`src/rtl/vga_sync_gen.sv`:
```
// VGA raster timing generator. A clock divider produces the pixel rate.
// Horizontal and vertical counters walk front porch, sync, back porch and
// then the visible region. All decoded outputs are registered and are
// computed from the counters' next values, so they line up with
// h_count/v_count in the same cycle and have no decode glitches.
module vga_sync_gen #(
  parameter int CLK_DIV  = 2,
  parameter int H_FP     = 16,
  parameter int H_SYNC   = 96,
  parameter int H_BP     = 48,
  parameter int H_ACTIVE = 640,
  parameter int V_FP     = 10,
  parameter int V_SYNC   = 2,
  parameter int V_BP     = 29,
  parameter int V_ACTIVE = 480
) (
  input  logic       clk,
  input  logic       reset,
  output logic [9:0] h_count,
  output logic [9:0] v_count,
  output logic       hsync,
  output logic       vsync,
  output logic       bright,
  output logic       pixel_tick,
  output logic       frame_start
);

  localparam int H_TOTAL = H_FP + H_SYNC + H_BP + H_ACTIVE;
  localparam int V_TOTAL = V_FP + V_SYNC + V_BP + V_ACTIVE;

  localparam logic [9:0] H_MAX     = 10'(H_TOTAL - 1);
  localparam logic [9:0] H_SYNC_LO = 10'(H_FP);
  localparam logic [9:0] H_SYNC_HI = 10'(H_FP + H_SYNC);        // first h after sync
  localparam logic [9:0] H_VIS_LO  = 10'(H_FP + H_SYNC + H_BP);
  localparam logic [9:0] V_MAX     = 10'(V_TOTAL - 1);
  localparam logic [9:0] V_SYNC_LO = 10'(V_FP);
  localparam logic [9:0] V_SYNC_HI = 10'(V_FP + V_SYNC);        // first line after sync
  localparam logic [9:0] V_VIS_LO  = 10'(V_FP + V_SYNC + V_BP);
  localparam logic [3:0] DIV_MAX   = 4'(CLK_DIV - 1);

  logic [3:0] r_div;
  logic       r_tick;
  logic [9:0] r_h;
  logic [9:0] r_v;
  logic       r_hsync;
  logic       r_vsync;
  logic       r_bright;
  logic       r_frame;

  logic [3:0] w_div_next;
  logic       w_h_last;
  logic       w_v_last;
  logic [9:0] w_h_next;
  logic [9:0] w_v_next;
  logic       w_hsync_next;
  logic       w_vsync_next;
  logic       w_bright_next;

  // Next-state values for the divider and counters, and the decode of those next values
  always_comb begin
    w_div_next    = (r_div == DIV_MAX) ? 4'd0 : r_div + 4'd1;
    w_h_last      = (r_h == H_MAX);
    w_v_last      = (r_v == V_MAX);
    w_h_next      = r_h;
    w_v_next      = r_v;
    if (r_tick) begin
      w_h_next = w_h_last ? 10'd0 : r_h + 10'd1;
      if (w_h_last)
        w_v_next = w_v_last ? 10'd0 : r_v + 10'd1;
    end
    w_hsync_next  = !((w_h_next >= H_SYNC_LO) && (w_h_next < H_SYNC_HI));
    w_vsync_next  = !((w_v_next >= V_SYNC_LO) && (w_v_next < V_SYNC_HI));
    w_bright_next = (w_h_next >= H_VIS_LO) && (w_v_next >= V_VIS_LO);
  end

  // Pixel-rate divider; the tick is high while the divider sits at its last count
  always_ff @(posedge clk or posedge reset) begin
    if (reset) begin
      r_div  <= 4'd0;
      r_tick <= 1'b0;
    end else begin
      r_div  <= w_div_next;
      r_tick <= (w_div_next == DIV_MAX);
    end
  end

  // Raster position counters, advanced once per pixel tick
  always_ff @(posedge clk or posedge reset) begin
    if (reset) begin
      r_h <= 10'd0;
      r_v <= 10'd0;
    end else begin
      r_h <= w_h_next;
      r_v <= w_v_next;
    end
  end

  // Registered sync/blanking decode and the one-cycle frame marker after the last pixel wraps
  always_ff @(posedge clk or posedge reset) begin
    if (reset) begin
      r_hsync  <= 1'b1;
      r_vsync  <= 1'b1;
      r_bright <= 1'b0;
      r_frame  <= 1'b0;
    end else begin
      r_hsync  <= w_hsync_next;
      r_vsync  <= w_vsync_next;
      r_bright <= w_bright_next;
      r_frame  <= r_tick && w_h_last && w_v_last;
    end
  end

  assign h_count     = r_h;
  assign v_count     = r_v;
  assign hsync       = r_hsync;
  assign vsync       = r_vsync;
  assign bright      = r_bright;
  assign pixel_tick  = r_tick;
  assign frame_start = r_frame;

endmodule

```
`config.mk`:
```
export PLATFORM = sky130hd
export DESIGN_NAME = vga_sync_gen
export DESIGN_NICKNAME = d
export VERILOG_FILES = /design/src/rtl/vga_sync_gen.sv
export SDC_FILE = /design/constraint.sdc
export NUM_CORES = 1
export LEC_CHECK = 0
export CAP_MARGIN = 20
export CELL_PAD_IN_SITES_DETAIL_PLACEMENT = 1
export CELL_PAD_IN_SITES_GLOBAL_PLACEMENT = 2
export CORE_UTILIZATION = 36
export CTS_CLUSTER_SIZE = 8
export DETAILED_ROUTE_END_ITERATION = 12
export HOLD_SLACK_MARGIN = 0.1
export PLACE_DENSITY_LB_ADDON = 0.1
export SETUP_SLACK_MARGIN = 0.5
export SKIP_CTS_REPAIR_TIMING = 1
export SYNTH_ARGS = -nofsm -noshare
export SYNTH_HDL_FRONTEND = slang
export SYNTH_SLANG_ARGS = --single-unit
```
`constraint.sdc`:
```
create_clock -name clk -period 2.6 [get_ports clk]
set_input_delay 0.39 -clock clk [delete_from_list [all_inputs] [get_ports clk]]
set_output_delay 0.39 -clock clk [all_outputs]
set_load 0.01 [all_outputs]
```
==> run metrics <==
outcome completed; Core Box Area 4384 µm²; ratio of cells with drive above 1 in the final layout 16.84%; Post-synth EDFFs 0; Commonest cells post-synth 27 x dfrtp_1, 17 x nand2_1, 12 x nand3_1, 10 x xnor2_1; setup_tns 0 ns; H-Tree Depth 2; Top Layer Used met4; final instance area 2130 µm²; CTS Buf Count 5; post-synth top area share 40.63%; Power Total slightly below 0.9 mW; critical path launch point type flop; nets@finish 200; drt first pass iters 4; CTS tree yes; initial drt markers 99; Post-Synthesis Cells 161; Post-Syn Area 1663 µm²; Worst-Skew Late Latency ~0.28 ns; dpl ws about 0.32 ns; syn nets 166; Clock Skew 0.006997 ns; hold_sp r_div[3]$_DFF_PP0_; Finish-stage setup viols 0; initial antenna violation count 0; reg2reg start h_count[7]$_DFF_PP0_; Clock Tree Buf Depth 2; first-pass GRT wire length 7.024 mm; CP arrival 2.15 ns; Post-synth ARST share 100.0%; Root Driver clkbuf_8; global placement routability congestion 0.8044; Worst EP required approximately 2.8 ns; routed wl met2 slightly below 2 mm; largest net degree at the start of global routing 21; num rows 24; Post-DP HPWL 3.042 mm; Die H 69.97 µm; max cap viols 0; Die ar. 4895 µm²; CP max FO 10; sequential share of the synthesized area 43.79%; input/output buffers 26; Hold Crit Class flop to flop; #FFs+latches synth 29; number of global-route vias before repair between 1000 and 1500; CTS Sinks 29; RSZ-0062 raised after global routing false; routed len/inst 16.38 µm; Post-synth top flop dfrtp_1; drt via density 5.492; LEAKAGE 0.8985 nW; clk slew on worst S/H paths 0.07 ns; Final Hold Vio Count 0; Yosys warnings 0; Synth Area per Inst between 10 and 15 µm²; DRT Wirelength 4.062 mm; fillcell total about 480; Slew @ Worst Pin ~0.77 ns; Starting Density between 30% and 40%; Area growth syn-to-layout 28.07%; Placed Area 1978 µm²; Final ANT Viol Nets 0; I/O pin total 27; critical path class flop to flop; final worst slack 0.6345 ns; DRC Markers 0; worst path cell trace nand4bb_4, nor3_4, buf_12, a41oi_1, a31oi_2, o311ai_1, a31oi_1; largest cells by area after synthesis dfrtp_1 41%, xnor2_1 5.3%, nand2_1 3.8%, nand3_1 3.6%, dfstp_2 3.2%; Cell variety after synth between 50 and 60; via count 1362; Critical Path Max Stage Delay 0.49 ns; All-Layer GR Usage 18.26%; routed length on met3 131 µm; fmax about 500 MHz; VDD IR max 0.2912 mV; Tcrit/Tclk final 75.60%; most numerous cell in the Yosys netlist dfrtp_1; crit end category flop; met1 WL 1.917 mm; area leader, netlist dfrtp_1; slowest CP cell dfrtp_1; crit path time final ~2 ns; diodes inserted 0; Die X 69.97 µm; slew margin rel. 48.39%; PwrDens 410.1 nW/µm²; total grt overflow 0; Worst Setup SP h_count[7]$_DFF_PP0_; Max Slew Vio Count 0
[logic make-up after synthesis]
kind of cell             count (synthesis)  share of synthesized area [%]
AND/OR/NAND/NOR                         70                          27.54
XOR/XNOR                                12                          7.223
multiplexers                             3                          1.881
AO/OA/AOI/OAI                           33                          13.77
adder cells (fa/ha/maj)                  3                          2.258
buffers and inverters                   11                          3.537
flip-flops                              29                          43.79
[final timing paths]
| kind | endpoint | slack (ns) | cells past startpoint |
|---|---|---|---|
| worst max register to register | bright$_DFF_PP0_ | 0.63 | 7 |
| max in group asynchronous | pixel_tick$_DFF_PP0_ | 1.45 | 3 |
| worst min register to register | pixel_tick$_DFF_PP0_ | 0.48 | 1 |
| min in group asynchronous | v_count[4]$_DFF_PP0_ | 0.55 | 2 |
| worst max-delay path | bright$_DFF_PP0_ | 0.63 | 7 |
| worst min-delay path | pixel_tick$_DFF_PP0_ | 0.48 | 1 |
[layout by cell type, fill, tap and decap left out, types with 2 or more instances in the layout]
cell type        instances
nor2_1                   8
nor2b_1                  3
inv_1                    5
nand4_4                  2
buf_4                    6
nand4_1                  5
dfrtp_2                  2
nand3_1                 12
o21ai_1                  8
xnor2_1                 10
dfstp_2                  2
dfrtp_1                 25
nor3_1                   3
o21ai_0                  4
mux2i_1                  2
clkdlybuf4s50_1         26
a21oi_1                  3
a21o_1                   3
nand2_1                 17
clkbuf_8                 7
and4_1                   2
ha_1                     2
xnor2_2                  2
and3_1                   5
[metrics by stage]
stage               util, %  std cells  hold slack (ns)
detailed placement    45.12        237           0.4765
CTS                   47.43        245           0.4869
finish                48.57        248           0.4820
floorplan                 -        161           0.4406
global route          48.57        248           0.5173
global placement      45.12        237           0.4538
[registers in the layout, indices dropped and copies added (netlist names)]
signal	cells
pixel_tick	1
hsync	1
r_div	4
vsync	1
bright	1
frame_start	1
v_count	10
h_count	10
[routing by layer]
metal | GRT usage [%] | vias up
met5 | 0 | -
met4 | 4.444 | 0
met3 | 5.195 | 4
met2 | 28.53 | 21
met1 | 25.00 | 678
li1 | - | 659
[layout make-up]
cell class | count | area (µm²) | area share, %
Clock buffer | 7 | 96.34 | 4.524
Clock inverter | 1 | 5.005 | 0.2350
Inverter | 5 | 18.77 | 0.8813
Multi-Input combinational cell | 121 | 888.4 | 41.72
Sequential cell | 29 | 730.7 | 34.31
Tap cell | 52 | 65.06 | 3.055
Timing Repair Buffer | 33 | 325.3 | 15.28
[power by group]
part | switching, mW | leakage [nW] | total [mW] | internal [mW]
combinational | 0.00920 | 0.467 | 0.0125 | 0.00332
clock | 0.171 | 0.0542 | 0.409 | 0.239
sequential | 0 | 0.377 | 0.451 | 0.451
total | 0.180 | 0.898 | 0.873 | 0.694
[critical path: cells and delay by family, from the launching register on]
kind	cells	cell delay, ns
DFF	1	0.49
and+or+nand+nor	2	0.54
buffers and inverters	1	0.15
AOI/OAI and AO/OA	4	0.70
Power figures use the tool's default switching activity.
